### config.mk
export PLATFORM = sky130hd
export DESIGN_NAME = prog_loader_flat
export DESIGN_NICKNAME = d
export VERILOG_FILES = /design/src/rtl/prog_loader_if.sv /design/src/rtl/prog_loader.sv /design/src/flat_wrapper.sv
export SDC_FILE = /design/constraint.sdc
export NUM_CORES = 1
export LEC_CHECK = 0
export BUFFER_PORTS_ARGS = -buffer_cell sky130_fd_sc_hd__buf_2
export CORE_UTILIZATION = 40
export DETAILED_ROUTE_END_ITERATION = 12
export PLACE_DENSITY = 0.74
export SYNTH_ARGS = -nofsm -noshare
export SYNTH_HDL_FRONTEND = slang
export SYNTH_SLANG_ARGS = --single-unit
### constraint.sdc
create_clock -name clk -period 6.5 [get_ports clk]
set_input_delay 0.325 -clock clk [delete_from_list [all_inputs] [get_ports clk]]
set_output_delay 0.325 -clock clk [all_outputs]
set_load 0.05 [all_outputs]
### src/rtl/prog_loader_if.sv
// prog_loader_if: word-stream handshake carrying the boot image into the loader.
//   in_valid  source has a word on in_data
//   in_data   9-bit stream word (headers, instructions, data bytes in [7:0])
//   in_ready  loader accepts a word this cycle; a transfer is in_valid && in_ready
// Modports: master = stream source, slave = loader.
interface prog_loader_if;
  logic       in_valid;
  logic [8:0] in_data;
  logic       in_ready;

  modport master (output in_valid, output in_data, input in_ready);
  modport slave  (input in_valid, input in_data, output in_ready);
endinterface

### src/rtl/prog_loader.sv
// prog_loader: boot-time program/data loader and run supervisor for the 9-bit core.
// Consumes a stream: IM header N, N instruction words, DM header M, M data bytes; writes
// them into the core's instruction/data memories, pulses start for one cycle, then waits
// for done.
// Ports:
//   clk, reset        rising-edge clock, synchronous active-high reset
//   in_if (slave)     valid/ready word stream
//   rearm             returns DONE/ERR to the IM header state
//   im_we/addr/wdata  instruction memory write port (registered, one cycle per word)
//   dm_we/addr/wdata  data memory write port (registered, one cycle per byte)
//   start, done       core launch pulse / completion flag
//   busy, finished, err  status decode of the loader state
//   cycle_count       run length of the core in cycles
// Optional feature: define LOADER_CYCLE_COUNT_EN to build the 16-bit saturating run counter;
// otherwise cycle_count is tied to zero.
module prog_loader #(
  parameter int unsigned IM_SIZE = 256,
  parameter int unsigned DM_SIZE = 64
) (
  input  logic               clk,
  input  logic               reset,
  prog_loader_if.slave       in_if,
  input  logic               rearm,
  output logic               im_we,
  output logic [9:0]         im_addr,
  output logic [8:0]         im_wdata,
  output logic               dm_we,
  output logic [7:0]         dm_addr,
  output logic [7:0]         dm_wdata,
  output logic               start,
  input  logic               done,
  output logic               busy,
  output logic               finished,
  output logic               err,
  output logic [15:0]        cycle_count
);

  typedef enum logic [2:0] {
    StImHdr, StImLoad, StDmHdr, StDmLoad, StLaunch, StRun, StDone, StErr
  } state_e;

  state_e      state_q, state_d;
  logic [9:0]  idx_q, idx_d;    // next write address within the current section
  logic [9:0]  len_q, len_d;    // word count of the current section
  logic        im_we_q, im_we_d;
  logic [9:0]  im_addr_q, im_addr_d;
  logic [8:0]  im_wdata_q, im_wdata_d;
  logic        dm_we_q, dm_we_d;
  logic [7:0]  dm_addr_q, dm_addr_d;
  logic [7:0]  dm_wdata_q, dm_wdata_d;
  logic        start_q, start_d;
  logic        ready;
  logic        xfer;

  // Status decodes are forced to their reset values while reset is high.
  assign ready = ~reset & ((state_q == StImHdr) | (state_q == StImLoad) |
                           (state_q == StDmHdr) | (state_q == StDmLoad));
  assign in_if.in_ready = ready;
  assign xfer = in_if.in_valid & ready;

  assign busy     = reset | ~((state_q == StDone) | (state_q == StErr));
  assign finished = ~reset & (state_q == StDone);
  assign err      = ~reset & (state_q == StErr);

  always_comb begin
    state_d    = state_q;
    idx_d      = idx_q;
    len_d      = len_q;
    im_we_d    = 1'b0;
    im_addr_d  = im_addr_q;
    im_wdata_d = im_wdata_q;
    dm_we_d    = 1'b0;
    dm_addr_d  = dm_addr_q;
    dm_wdata_d = dm_wdata_q;
    unique case (state_q)
      StImHdr: begin
        if (xfer) begin
          idx_d = '0;
          len_d = {1'b0, in_if.in_data};
          // Counts are validated here so addresses can never wrap during the load.
          if (32'(in_if.in_data) > IM_SIZE)  state_d = StErr;
          else if (in_if.in_data == 9'd0)    state_d = StDmHdr;
          else                               state_d = StImLoad;
        end
      end
      StImLoad: begin
        if (xfer) begin
          im_we_d    = 1'b1;
          im_addr_d  = idx_q;
          im_wdata_d = in_if.in_data;
          idx_d      = idx_q + 10'd1;
          if (idx_q + 10'd1 == len_q) state_d = StDmHdr;
        end
      end
      StDmHdr: begin
        if (xfer) begin
          idx_d = '0;
          len_d = {1'b0, in_if.in_data};
          if (32'(in_if.in_data) > DM_SIZE)  state_d = StErr;
          else if (in_if.in_data == 9'd0)    state_d = StLaunch;
          else                               state_d = StDmLoad;
        end
      end
      StDmLoad: begin
        if (xfer) begin
          dm_we_d    = 1'b1;
          dm_addr_d  = idx_q[7:0];
          dm_wdata_d = in_if.in_data[7:0];
          idx_d      = idx_q + 10'd1;
          // The final byte's write lands in the LAUNCH cycle, ahead of the core's first fetch.
          if (idx_q + 10'd1 == len_q) state_d = StLaunch;
        end
      end
      StLaunch: state_d = StRun;      // done seen here is deliberately ignored
      StRun:    if (done) state_d = StDone;
      StDone:   if (rearm) state_d = StImHdr;
      StErr:    if (rearm) state_d = StImHdr;
      default:  state_d = StImHdr;
    endcase
    start_d = (state_d == StLaunch);
  end

  always_ff @(posedge clk) begin
    if (reset) begin
      state_q    <= StImHdr;
      idx_q      <= '0;
      len_q      <= '0;
      im_we_q    <= 1'b0;
      im_addr_q  <= '0;
      im_wdata_q <= '0;
      dm_we_q    <= 1'b0;
      dm_addr_q  <= '0;
      dm_wdata_q <= '0;
      start_q    <= 1'b0;
    end else begin
      state_q    <= state_d;
      idx_q      <= idx_d;
      len_q      <= len_d;
      im_we_q    <= im_we_d;
      im_addr_q  <= im_addr_d;
      im_wdata_q <= im_wdata_d;
      dm_we_q    <= dm_we_d;
      dm_addr_q  <= dm_addr_d;
      dm_wdata_q <= dm_wdata_d;
      start_q    <= start_d;
    end
  end

  assign im_we    = im_we_q;
  assign im_addr  = im_addr_q;
  assign im_wdata = im_wdata_q;
  assign dm_we    = dm_we_q;
  assign dm_addr  = dm_addr_q;
  assign dm_wdata = dm_wdata_q;
  assign start    = start_q;

`ifdef LOADER_CYCLE_COUNT_EN
  logic [15:0] cnt_q, cnt_d;

  // Cleared as LAUNCH is entered, counts every RUN cycle (including the one that sees done),
  // saturates, and holds its value through DONE.
  always_comb begin
    cnt_d = cnt_q;
    if (state_d == StLaunch)                          cnt_d = '0;
    else if ((state_q == StRun) && (cnt_q != 16'hFFFF)) cnt_d = cnt_q + 16'd1;
  end

  always_ff @(posedge clk) begin
    if (reset) cnt_q <= '0;
    else       cnt_q <= cnt_d;
  end

  assign cycle_count = cnt_q;
`else
  assign cycle_count = '0;
`endif

endmodule

### src/flat_wrapper.sv
// flat-port wrapper written by rule: the top's interface ports become plain ports
module prog_loader_flat 
#(
  parameter int unsigned IM_SIZE = 256,
  parameter int unsigned DM_SIZE = 64
)
  (clk, reset, rearm, im_we, im_addr, im_wdata, dm_we, dm_addr, dm_wdata, start, done, busy, finished, err, cycle_count, in_if_in_valid, in_if_in_data, in_if_in_ready);
  prog_loader_if in_if_i ();
  input  logic clk;
  input  logic reset;
  input  logic rearm;
  output logic im_we;
  output logic [9:0] im_addr;
  output logic [8:0] im_wdata;
  output logic dm_we;
  output logic [7:0] dm_addr;
  output logic [7:0] dm_wdata;
  output logic start;
  input  logic done;
  output logic busy;
  output logic finished;
  output logic err;
  output logic [15:0] cycle_count;
  input wire logic [$bits(in_if_i.in_valid)-1:0] in_if_in_valid;
  input wire logic [$bits(in_if_i.in_data)-1:0] in_if_in_data;
  output wire logic [$bits(in_if_i.in_ready)-1:0] in_if_in_ready;
  assign in_if_i.in_valid = in_if_in_valid;
  assign in_if_i.in_data = in_if_in_data;
  assign in_if_in_ready = in_if_i.in_ready;
  prog_loader #(.IM_SIZE(IM_SIZE), .DM_SIZE(DM_SIZE)) u_core (.clk(clk), .reset(reset), .in_if(in_if_i), .rearm(rearm), .im_we(im_we), .im_addr(im_addr), .im_wdata(im_wdata), .dm_we(dm_we), .dm_addr(dm_addr), .dm_wdata(dm_wdata), .start(start), .done(done), .busy(busy), .finished(finished), .err(err), .cycle_count(cycle_count));
endmodule
# After elaboration in Yosys (flattened, before gate mapping)
# Index checks and enable logic that the tools add are counted.
[op_classes]
addsub = 1
muxes = 17
n_lt_le_gt_ge = 2
bitwise = 13
n_eq_ne = 11
n_reduce_logical = 12
[ops]
columns = ["operator", "n"]
rows = [
  ["$mux W3", 11],
  ["$pmux W3 S7", 1],
  ["$mux W10", 2],
  ["$pmux W10 S2", 1],
  ["$eq A3 B3 Y1 const B", 5],
  ["$add A10 B1 Y10 const B", 1],
  ["$eq A10 B9 Y1", 1],
  ["$reduce_or A2 Y1", 5],
  ["$gt A9 B7 Y1 const B", 1],
  ["$gt A9 B9 Y1 const B", 1],
  ["$logic_not A9 Y1", 1],
  ["$eq A3 B2 Y1 const B", 2],
  ["$reduce_and A2 Y1", 3],
  ["$or A1 B1 Y1", 5],
  ["$and A1 B1 Y1", 4],
  ["$ne A2 B1 Y1 const B", 2],
  ["$not A1 Y1", 4],
  ["$eq A3 B1 Y1 const B", 1],
  ["$logic_not A3 Y1", 1],
  ["$reduce_and A3 Y1", 1],
  ["$mux W2", 1],
  ["$reduce_bool A2 Y1", 1],
  ["$mux W1", 1],
]
[totals]
out_inout_bits = 58
elab_cells = 66
input_bits = 14
reg_bits = 60

# Logic depth before layout (Yosys ltp)
# Gate-level depths: netlist of the first run.
[depth]
depth_word = 9
ltp_mapped = 8

# Least setup slack after synthesis of the first run
# OpenSTA, ideal clock, no wires.
[synth_timing]
path_kind = "register -> register"
start = "register u_core.idx_q[0]"
end = "register u_core.state_q[1]"
required_ns = 6.426
path_stages_with_launch = 8
slack_ns = 4.186
t_arrival_ns = 2.240
setup_time_ns = 0.074
cell_sequence = "dfxtp_1 ha_1 buf_2 nand2_2 or4b_1 a211o_1 or4_1 a31oi_1"
[synth_between]
elab_chain_len = 5
elab_cells_between_ends = 7
classes_between = "1 x add/sub; 1 x eq/ne; 5 x mux"
[synth_lines]
columns = ["item", "line_no", "rtl"]
rows = [
  ["from (decl)", "prog_loader.sv:43", "logic [9:0] idx_q, idx_d;"],
  ["from (signal assigned)", "prog_loader.sv:137", "idx_q <= idx_d;"],
  ["$add A10 B1 Y10 *", "prog_loader.sv:92, prog_loader.sv:111", ""],
  ["$eq A10 B9 Y1 *", "prog_loader.sv:92, prog_loader.sv:111", ""],
  ["$mux W3 (on tied branches)", "prog_loader.sv:111, prog_loader.sv:92", ""],
  ["$mux W3 (on tied branches)", "prog_loader.sv:105, prog_loader.sv:87", ""],
  ["$pmux W3 S7 *", "prog_loader.sv:75", "unique case (state_q)"],
  ["to (signal assigned)", "prog_loader.sv:125", "state_q <= StImHdr;"],
  ["to (signal assigned)", "prog_loader.sv:136", "state_q <= state_d;"],
  ["to (decl)", "prog_loader.sv:42", "state_e state_q, state_d;"],
]
# Mark *: on every way between the ends. The rest lies on a longest branch, timed or not.
# A chain may end at the register's enable or synchronous reset.

# Worst setup path after layout of the first run
[layout_timing]
start = "input reset"
end = "register u_core.dm_addr_q[7], in the netlist u_core.dm_addr[7]"
[layout_between]
elab_chain_len = 4
[layout_lines]
columns = ["item", "line_no", "rtl"]
rows = [
  ["from (decl)", "flat_wrapper.sv:10", "input logic reset;"],
  ["$not A1 Y1", "prog_loader.sv:56", "assign ready = ~reset & ((state_q == StImHdr) | (state_q == StImLoad) |"],
  ["$and A1 B1 Y1", "prog_loader.sv:56", ""],
  ["$and A1 B1 Y1", "prog_loader.sv:59", "assign xfer = in_if.in_valid & ready;"],
  ["$reduce_and A2 Y1 (no line)", "n/a", ""],
  ["to (signal assigned)", "prog_loader.sv:143", "dm_addr_q <= dm_addr_d;"],
  ["to (decl)", "prog_loader.sv:49", "logic [7:0] dm_addr_q, dm_addr_d;"],
]
# Several ways; a longest one is shown, not always the timed one.

==> results.toml, run 1 <==
[placed_design]
place_hpwl_um = 4560
numPortBuffers = 55
gp_congestion = 0.905
pre_cts_slack_ns = 3.17
dp_cells = 500

[timing]
min_period_ns = 2.96
finalCritPeriodShare_pct = 45.6
finalWorstSetupSlack_ns = 3.54
final-hold-violation-count = 0
setup_viol = 0
clock_skew_ns = 0.00817
maxSlewHeadroom_pct = 28.5
tightest_slew_ns = 1.07
fmax_mhz = 338
rsz0062_at_grt = "false"
setup_tns_ns = 0
drv_slew = 0

[critical_path]
cpMaxStageDelayCell = "nand3_1"
cp_num_cells = 7
start_kind = "primary input"
criticalPathCategory = "in -> reg"
crit_fanout = 61
worstPathArrival_ns = 3.22
worstRegToRegCells = 6
cp.required_ns = 6.76
crit_chain = "buf_2 > nand2b_1 > nor2_1 > nand3_1 > clkinv_1 > nand2_1 > a21oi_1"
path_buf_inv = 2
cp_top_family = "simple AND/OR/NAND/NOR gates"
end_kind = "register"
rr_startpoint = "u_core.idx_q[0]"
critical_path.startpoint = "reset"
slowest_delay_ns = 0.71

[pwr]
p_per_area_mw_per_mm2 = 293
power_switching_mw = 0.285
p_int_mw = 0.679
power_leakage_nw = 1.27
p_clk_share_pct = 42.8
p_seq_share_pct = 42.2
peakVddDrop_v = 0.000136
combinationalPowerShare_pct = 15.1
p_sw_share_pct = 29.5

[cts]
clk-insertion-delay-late_ns = 0.34
cts.repair.resized = 0
cts_buffer_depth = 2
clk_pin_slew_worst_paths_ns = 0.07
clock_sinks = 60
cts_setup_buffers = 0
htree_levels = 3
cts_root_buffer = "clkbuf_8"
postCtsHoldBufs = 0
cts_buffers = 9
tritoncts = "built"

[yosys]
avgSynthCellArea_um2 = 7.53
synth_xor_area_share_pct = 3.42
yosysSeqAreaShare_pct = 42.6
synth_compound_area_share_pct = 17.0
synth_fa_ha_area_share_pct = 0.444
synthFlopType = "dfxtp_1"
syn_area_mm2 = 0.00282
yosys_warnings = 0
synthArstFlopShare_pct = 0
synth_top_family_by_area = "simple AND/OR/NAND/NOR gates"
yosys.area_share.simple_pct = 27.0
yosys-mux-area-fraction_pct = 0.355
synth_cells = 374
ys_seq_elements = 60
ys_types = 47
synth-edff-count = 0

[die]
pin_count = 72
die_x_um = 85.9
core_mm2 = 0.00679
row_count = 30
start_util_pct = 41.5
die_y_um = 85.9
die_area_mm2 = 0.00738

[route]
first_pass_iters = 4
drt-initial-drc-count = 178
wirelength_um = 6610
wl_per_cell_um = 12.8
viasPerCell = 5.08
drc_errors = 0
dr_total_vias = 2623
ant_nets = 0

[hold_path]
whs_path_depth = 3
hold_class = "in -> reg"
holdCritStartpoint = "in_if_in_data[5]"

[layout]
final_nets = 430
post_layout_nonfiller_instances = 516
antenna_cells = 0
syn_to_final_growth_pct = 16.8
drive_gt1_share_pct = 17.9

[run_status]
outcome = "completed"

[grt]
grt_pass1_vias = 2372
track_usage_pct = 18.8
overflow = 0
grt_pass1_wl_um = 10800
antenna_found_initial = 0
grt_max_degree = 62

[run]
cap_violations = 0
logic make-up (layout without fill, tap and decap cells):
group / count (synthesis) / in the layout
AO/OA/AOI/OAI: 83 / 83
AND/OR/NAND/NOR: 170 / 170
flip-flops: 60 / 60
buffers and inverters: 47 / 78
multiplexers: 1 / 1
other: 1 / 16
XOR/XNOR: 11 / 11
adder cells (fa/ha/maj): 1 / 1
per-stage QoR:
stage	area (um^2)	hold WS (ns)	util, %	power [mW]
2_1_floorplan	2870	0.448	-	0.533
3_5_place_dp	3040	0.448	44.8	0.558
4_1_cts	3290	0.246	48.4	0.969
6_report	3290	0.258	48.4	0.963
5_1_grt	3290	0.255	48.4	1.00
3_3_place_gp	3040	0.441	44.8	0.557
final cells by class:
cell class | count | area (um^2)
inverters | 6 | 22.5
multi-input cells | 282 | 1420
clock inverters | 7 | 124
well taps | 96 | 120
repair buffers | 56 | 283
clock buffers | 9 | 124
flip-flops and latches | 60 | 1200
fillers | 679 | 3500
flip-flops by register name, summed over array words and instances, names as in the netlist, 3 cells and up:
| name | count |
|---|---|
| u_core.state_q | 3 |
| u_core.im_addr | 10 |
| u_core.im_wdata | 9 |
| u_core.dm_wdata | 8 |
| u_core.len_q | 9 |
| u_core.dm_addr | 8 |
| u_core.idx_q | 10 |
layer usage:
| layer | up-vias | GRT usage, % | part of all wire (%) |
|---|---|---|---|
| met5 | - | 0 | 0 |
| li1 | 1318 | - | - |
| met1 | 1209 | 23.3 | 46 |
| met2 | 82 | 30.7 | 47 |
| met4 | 0 | 8.48 | 1.7 |
| met3 | 14 | 4.62 | 5.1 |
worst register-to-register path, delay by kind of cell (launching register included):
family                     cells  cell delay, ns
and+or+nand+nor                3            1.17
adders and majority gates      1            0.41
DFF                            1            0.53
AOI/OAI and AO/OA              2            0.54
layout by cell type (no fill, tap or decap), types with 2 or more instances in the layout:
master,count
nand4_1,3
nor3b_1,3
inv_1,5
xor2_1,3
a21boi_0,2
conb_1,16
o21ai_0,10
clkbuf_8,9
nor4_1,3
nand3b_1,2
a31oi_1,3
nand2_1,105
bufinv_16,3
a21o_1,2
nor2_1,18
a211oi_1,2
or4_1,2
a21oi_1,55
clkinv_4,2
nand3_1,6
nand2b_1,4
buf_2,55
xnor2_1,8
dfxtp_1,60
or3_1,5
nor3_1,12
cell usage after synthesis (all sizes together), types with 2 or more instances:
cell / count / area, um^2
nand2: 106 / 400
dfxtp: 60 / 1200
a21oi: 55 / 275
buf: 26 / 176
nor2: 18 / 67.6
clkbuf: 15 / 57.6
nor3: 12 / 60.1
o21ai: 10 / 50.1
xnor2: 8 / 70.1
nand3: 7 / 47.6
inv: 5 / 18.8
or3: 5 / 31.3
nand2b: 4 / 25.0
a31oi: 3 / 18.8
nand4: 3 / 18.8
nor3b: 3 / 22.5
nor4: 3 / 18.8
xor2: 3 / 26.3
a211oi: 2 / 15.0
a21boi: 2 / 15.0
a21o: 2 / 15.0
nand3b: 2 / 15.0
o41ai: 2 / 25.0
or4: 2 / 15.0
power by group through the flow:
stage	Combinational (mW)	Clock (mW)	Sequential (mW)
detailed placement	0.145	0	0.414
CTS	0.146	0.417	0.406
finish	0.145	0.412	0.406
global route	0.159	0.435	0.408
global placement	0.144	0	0.414
floorplan	0.118	0	0.415
worst paths after layout:
kind | endpoint | slack [ns]
max | u_core.dm_addr[7] | 3.54
min | u_core.im_wdata[5] | 0.26
max reg2reg | u_core.state_q[1] | 3.77
min reg2reg | u_core.im_addr[8] | 0.46
(Power assumes the default switching activity.)
==> run 2: changes to the inputs <==
--- a/config.mk
+++ b/config.mk
@@ -8,7 +8,7 @@
 export BUFFER_PORTS_ARGS = -buffer_cell sky130_fd_sc_hd__buf_2
 export CORE_UTILIZATION = 40
 export DETAILED_ROUTE_END_ITERATION = 12
-export PLACE_DENSITY = 0.74
+export PLACE_DENSITY = 0.76
 export SYNTH_ARGS = -nofsm -noshare
 export SYNTH_HDL_FRONTEND = slang
 export SYNTH_SLANG_ARGS = --single-unit
==> constraint.sdc (replaced) <==
create_clock -name clk -period 2.5 [get_ports clk]
set_input_delay 0.125 -clock clk [delete_from_list [all_inputs] [get_ports clk]]
set_output_delay 0.125 -clock clk [all_outputs]
set_load 0.05 [all_outputs]
==> run 2 against run 1 <==
  * First-iteration DRC count up 31%
  * Hold slack worse by 0.20 ns
  * Die area stayed put
  * Core utilization is 0.76 points higher
  * Critical path depth is 1 lower
  * Register-to-register slack worse by 3.6 ns
  * Global-route usage increased by 0.54 points
  * Sequential share of layout area shrank 0.56 points
  * Largest power group is now registers
==> results.toml, run 2 (synthesized netlist as in run 1, its figures left out) <==
[placed_design]
numPortBuffers = 55
gp_congestion = 0.903
place_hpwl_um = 4730
dp_cells = 508
place_area_mm2 = 0.00310

[cts]
clk_pin_slew_worst_paths_ns = 0.07
clk-insertion-delay-late_ns = 0.34
cts.repair.resized = 0
htree_levels = 3
cts_buffer_depth = 2
cts_root_buffer = "clkbuf_8"
cts_buffers = 9
postCtsHoldBufs = 0
tritoncts = "built"
clock_sinks = 60
cts_setup_buffers = 0

[timing]
fmax_mhz = 426
clock_skew_ns = 0.00827
final-hold-violation-count = 0
setup_viol = 0
drv_slew = 0
min_period_ns = 2.35
maxSlewHeadroom_pct = 55.0
rsz0062_at_grt = "false"
setup_tns_ns = 0
tightest_slew_ns = 0.670
finalCritPeriodShare_pct = 93.9

[die]
pin_count = 72
core_mm2 = 0.00679
row_count = 30
start_util_pct = 41.5
die_area_mm2 = 0.00738
die_x_um = 85.9
die_y_um = 85.9

[pwr]
combinationalPowerShare_pct = 15.8
power_leakage_nw = 1.31
p_clk_share_pct = 42.1
p_sw_share_pct = 29.3
power_switching_mw = 0.734
p_int_mw = 1.77
p_per_area_mw_per_mm2 = 749
peakVddDrop_v = 0.000461
p_seq_share_pct = 42.0

[critical_path]
end_kind = "register"
crit_fanout = 12
worstPathArrival_ns = 2.57
r2r_setup_slack_ns = 0.15
cpMaxStageDelayCell = "dfxtp_1"
rr_startpoint = "u_core.idx_q[3]"
crit_chain = "nand4_1 > or3_1 > and4_1 > a211oi_1 > nor4_1 > o211a_1"
cp.required_ns = 2.72
criticalPathCategory = "reg -> reg"
critical_path.startpoint = "u_core.idx_q[3]"
slowest_delay_ns = 0.55
start_kind = "register"

[run]
cap_violations = 0

[layout]
fill_cells = 685
final_nets = 438
multi_input_area_mm2 = 0.00142
fin_area_mm2 = 0.00334
syn_to_final_growth_pct = 18.6
drive_gt1_share_pct = 19.2
register_area_mm2 = 0.00120
layout_commonest_cell = "nand2_1"
mostFrequentLayoutCells = "nand2_1, dfxtp_1, a21oi_1, buf_2, nor2_1"
antenna_cells = 0
post_layout_nonfiller_instances = 524

[route]
dr_total_vias = 2626
drt-initial-drc-count = 233
viasPerCell = 5.01
wirelength_um = 6730
first_pass_iters = 4
ant_nets = 0
drc_errors = 0
wl_per_cell_um = 12.8

[hold_path]
holdCritStartpoint = "in_if_in_data[2]"
hold_class = "in -> reg"

[grt]
track_usage_pct = 19.3
antenna_found_initial = 0
grt_max_degree = 61
grt_pass1_vias = 2329
overflow = 0
grt_pass1_wl_um = 11200

[run_status]
outcome = "completed"
-- run 2: changes by cell type in the layout (fill, tap and decap cells not counted), sizes merged --
cell,delta
buf,+8
clkbuf,+1
clkinv,-1
-- run 2: final cells by class --
| class | instances | area share (%) |
|---|---|---|
| Multi-Input combinational cell | 282 | 42.4 |
| Sequential cell | 60 | 35.9 |
| Timing Repair Buffer | 64 | 10.3 |
| Clock inverter | 6 | 3.33 |
| Inverter | 6 | 0.674 |
| Tap cell | 96 | 3.59 |
| Clock buffer | 10 | 3.82 |
-- run 2: power by group through the flow --
stage	Combinational [mW]	Clock (mW)	Sequential, mW
2_1_floorplan	0.308	0	1.08
3_3_place_gp	0.389	0	1.07
3_5_place_dp	0.393	0	1.07
4_1_cts	0.395	1.07	1.05
5_1_grt	0.435	1.12	1.06
6_report	0.396	1.05	1.05
-- run 2: worst max-delay path: cells and delay by family, from the launching register on --
| family | cells | cell delay [ns] |
|---|---|---|
| and+or+nand+nor | 4 | 1.01 |
| AOI/OAI and AO/OA | 2 | 0.67 |
| DFF | 1 | 0.55 |
-- run 2: through the flow --
step / power, mW / hold slack, ns / setup slack [ns] / util, %
global placement: 1.46 / 0.403 / 0.288 / 45.7
detailed placement: 1.47 / 0.409 / 0.170 / 45.7
finish: 2.50 / 0.0599 / 0.153 / 49.2
CTS: 2.52 / 0.0493 / 0.158 / 49.2
global route: 2.61 / 0.0634 / 0.0373 / 49.2
floorplan: 1.39 / 0.261 / 0.186 / -
-- run 2: path summary, 6_finish.rpt --
kind,to,cells past startpoint
worst max-delay path,u_core.start,6
worst min-delay path,u_core.dm_wdata[2],3
worst max register to register,u_core.start,6
worst min register to register,u_core.im_addr[6],2
-- run 2: metal layers --
layer / GRT usage [%] / vias up / wire (um)
li1: - / 1324 / -
met4: 6.06 / 0 / 99
met2: 30.7 / 89 / 3050
met3: 5.49 / 9 / 468
met1: 25.3 / 1204 / 3110
met5: 0 / - / 0
==> run 3: changes to the inputs <==
==> constraint.sdc (replaced) <==
create_clock -name clk -period 2.5 [get_ports clk]
set_input_delay 0.125 -clock clk [delete_from_list [all_inputs] [get_ports clk]]
set_output_delay 0.125 -clock clk [all_outputs]
set_load 0.1 [all_outputs]
==> run 3 against run 2 <==
  * Clock skew hardly changed
  * Total power is 3.8% higher
  * Largest power group unchanged
  * Non-clock buffer count is 1 higher
  * Via count is 1.3% higher
==> results.toml, run 3 (synthesized netlist as in run 1, its figures left out) <==
[run]
cap_violations = 0

[placed_design]
place_hpwl_um = 4780
gp_congestion = 0.891
numPortBuffers = 55
place_area_mm2 = 0.00312
dp_cells = 509

[die]
start_util_pct = 41.5
die_y_um = 85.9
row_count = 30
die_x_um = 85.9
core_mm2 = 0.00679
pin_count = 72
die_area_mm2 = 0.00738

[grt]
met2_usage_pct = 31.5
antenna_found_initial = 0
grt_pass1_wl_um = 11500
overflow = 0
met3_usage_pct = 5.29
use_met1_pct = 26.3
top_usage_layer = "met2"
track_usage_pct = 19.7
grt_pass1_vias = 2434
grt_max_degree = 61

[pwr]
peakVddDrop_v = 0.000423
p_per_area_mw_per_mm2 = 774
power_mw = 2.60
power_leakage_nw = 1.30

[route]
ant_nets = 0
dr_total_vias = 2659
drc_errors = 0
wl_per_cell_um = 13.2
viasPerCell = 5.06
first_pass_iters = 5
drt-initial-drc-count = 253
wirelength_um = 6920

[cts]
cts_root_buffer = "clkbuf_8"
postCtsHoldBufs = 0
clk-insertion-delay-late_ns = 0.33
cts_buffers = 9
cts_buffer_depth = 2
cts_setup_buffers = 0
clk_pin_slew_worst_paths_ns = 0.07
htree_levels = 3
cts.repair.resized = 0
clock_sinks = 60
tritoncts = "built"

[hold_path]
whs_path_depth = 3
holdPathEnd = "u_core.dm_wdata[5]"
holdCritStartpoint = "in_if_in_data[5]"
hold_class = "in -> reg"

[critical_path]
end_kind = "register"
cp.required_ns = 2.76
cpMaxStageDelayCell = "or4b_1"
r2r_setup_slack_ns = 0.15
path_buf_inv = 0
worstRegToRegCells = 6
regToRegEndpoint = "u_core.state_q[1]"
start_kind = "register"
slowest_delay_ns = 0.53
rr_startpoint = "u_core.idx_q[1]"
cp_top_family = "simple AND/OR/NAND/NOR gates"
criticalPathCategory = "reg -> reg"
worstPathArrival_ns = 2.61
crit_fanout = 6
crit_chain = "ha_1 > nand2_2 > or4b_1 > a211o_1 > or4_1 > a31oi_1"

[layout]
register_area_mm2 = 0.00120
fill_cells = 689
layout_commonest_cell = "nand2_1"
drive_gt1_share_pct = 19.8
final_nets = 439
mostFrequentLayoutCells = "nand2_1, dfxtp_1, a21oi_1, buf_2"
antenna_cells = 0
utilization_pct = 49.4
post_layout_nonfiller_instances = 525
syn_to_final_growth_pct = 19.2
fin_area_mm2 = 0.00336
multi_input_area_mm2 = 0.00143

[timing]
final-hold-violation-count = 0
clock_skew_ns = 0.00809
drv_slew = 0
tightest_slew_ns = 0.668
finalCritPeriodShare_pct = 93.9
setup_viol = 0
min_period_ns = 2.35
rsz0062_at_grt = "false"
fmax_mhz = 426
setup_tns_ns = 0
maxSlewHeadroom_pct = 55.4

[run_status]
outcome = "completed"
[run 3: worst reg2reg max path: stages (launching register included)]
cell	delay, ns
dfxtp_1	0.43
ha_1	0.23
nand2_2	0.09
or4b_1	0.53
a211o_1	0.37
or4_1	0.47
a31oi_1	0.16
[run 3: metrics by stage]
stage	setup WS, ns	hold WS, ns
5_1_grt	0.0587	0.0535
2_1_floorplan	-0.214	0.261
4_1_cts	0.183	0.0494
3_5_place_dp	0.206	0.409
6_report	0.152	0.0604
3_3_place_gp	0.274	0.403
[run 3: final cells by class]
type / count / share of cell area (%)
Clock buffer: 12 / 4.02
Clock inverter: 4 / 2.91
Inverter: 6 / 0.671
Multi-Input combinational cell: 282 / 42.6
Sequential cell: 60 / 35.8
Tap cell: 96 / 3.58
Timing Repair Buffer: 65 / 10.4
[run 3: power breakdown]
group / leakage, nW / switching (mW) / internal (mW)
clock network: 0.111 / 0.368 / 0.664
registers: 0.485 / 0.0603 / 0.994
logic: 0.709 / 0.400 / 0.112
[run 3: how the worst max path moves through the flow]
stage / start / endpoint / slack, ns / depth (start not counted)
after detailed placement: u_core.idx_q[1] / u_core.state_q[1] / 0.21 / 6
after CTS: u_core.idx_q[1] / u_core.state_q[1] / 0.18 / 6
final: u_core.idx_q[1] / u_core.state_q[1] / 0.15 / 6
after floorplan: u_core.state_q[2] / err / -0.21 / 3
after global routing: u_core.idx_q[4] / u_core.state_q[1] / 0.06 / 6
after global placement: u_core.idx_q[1] / u_core.state_q[1] / 0.27 / 6
[run 3: metal layers]
metal | vias up | share of wire [%]
met3 | 7 | 5.9
met2 | 93 | 47
met5 | - | 0
li1 | 1329 | -
met4 | 0 | 0.69
met1 | 1230 | 46
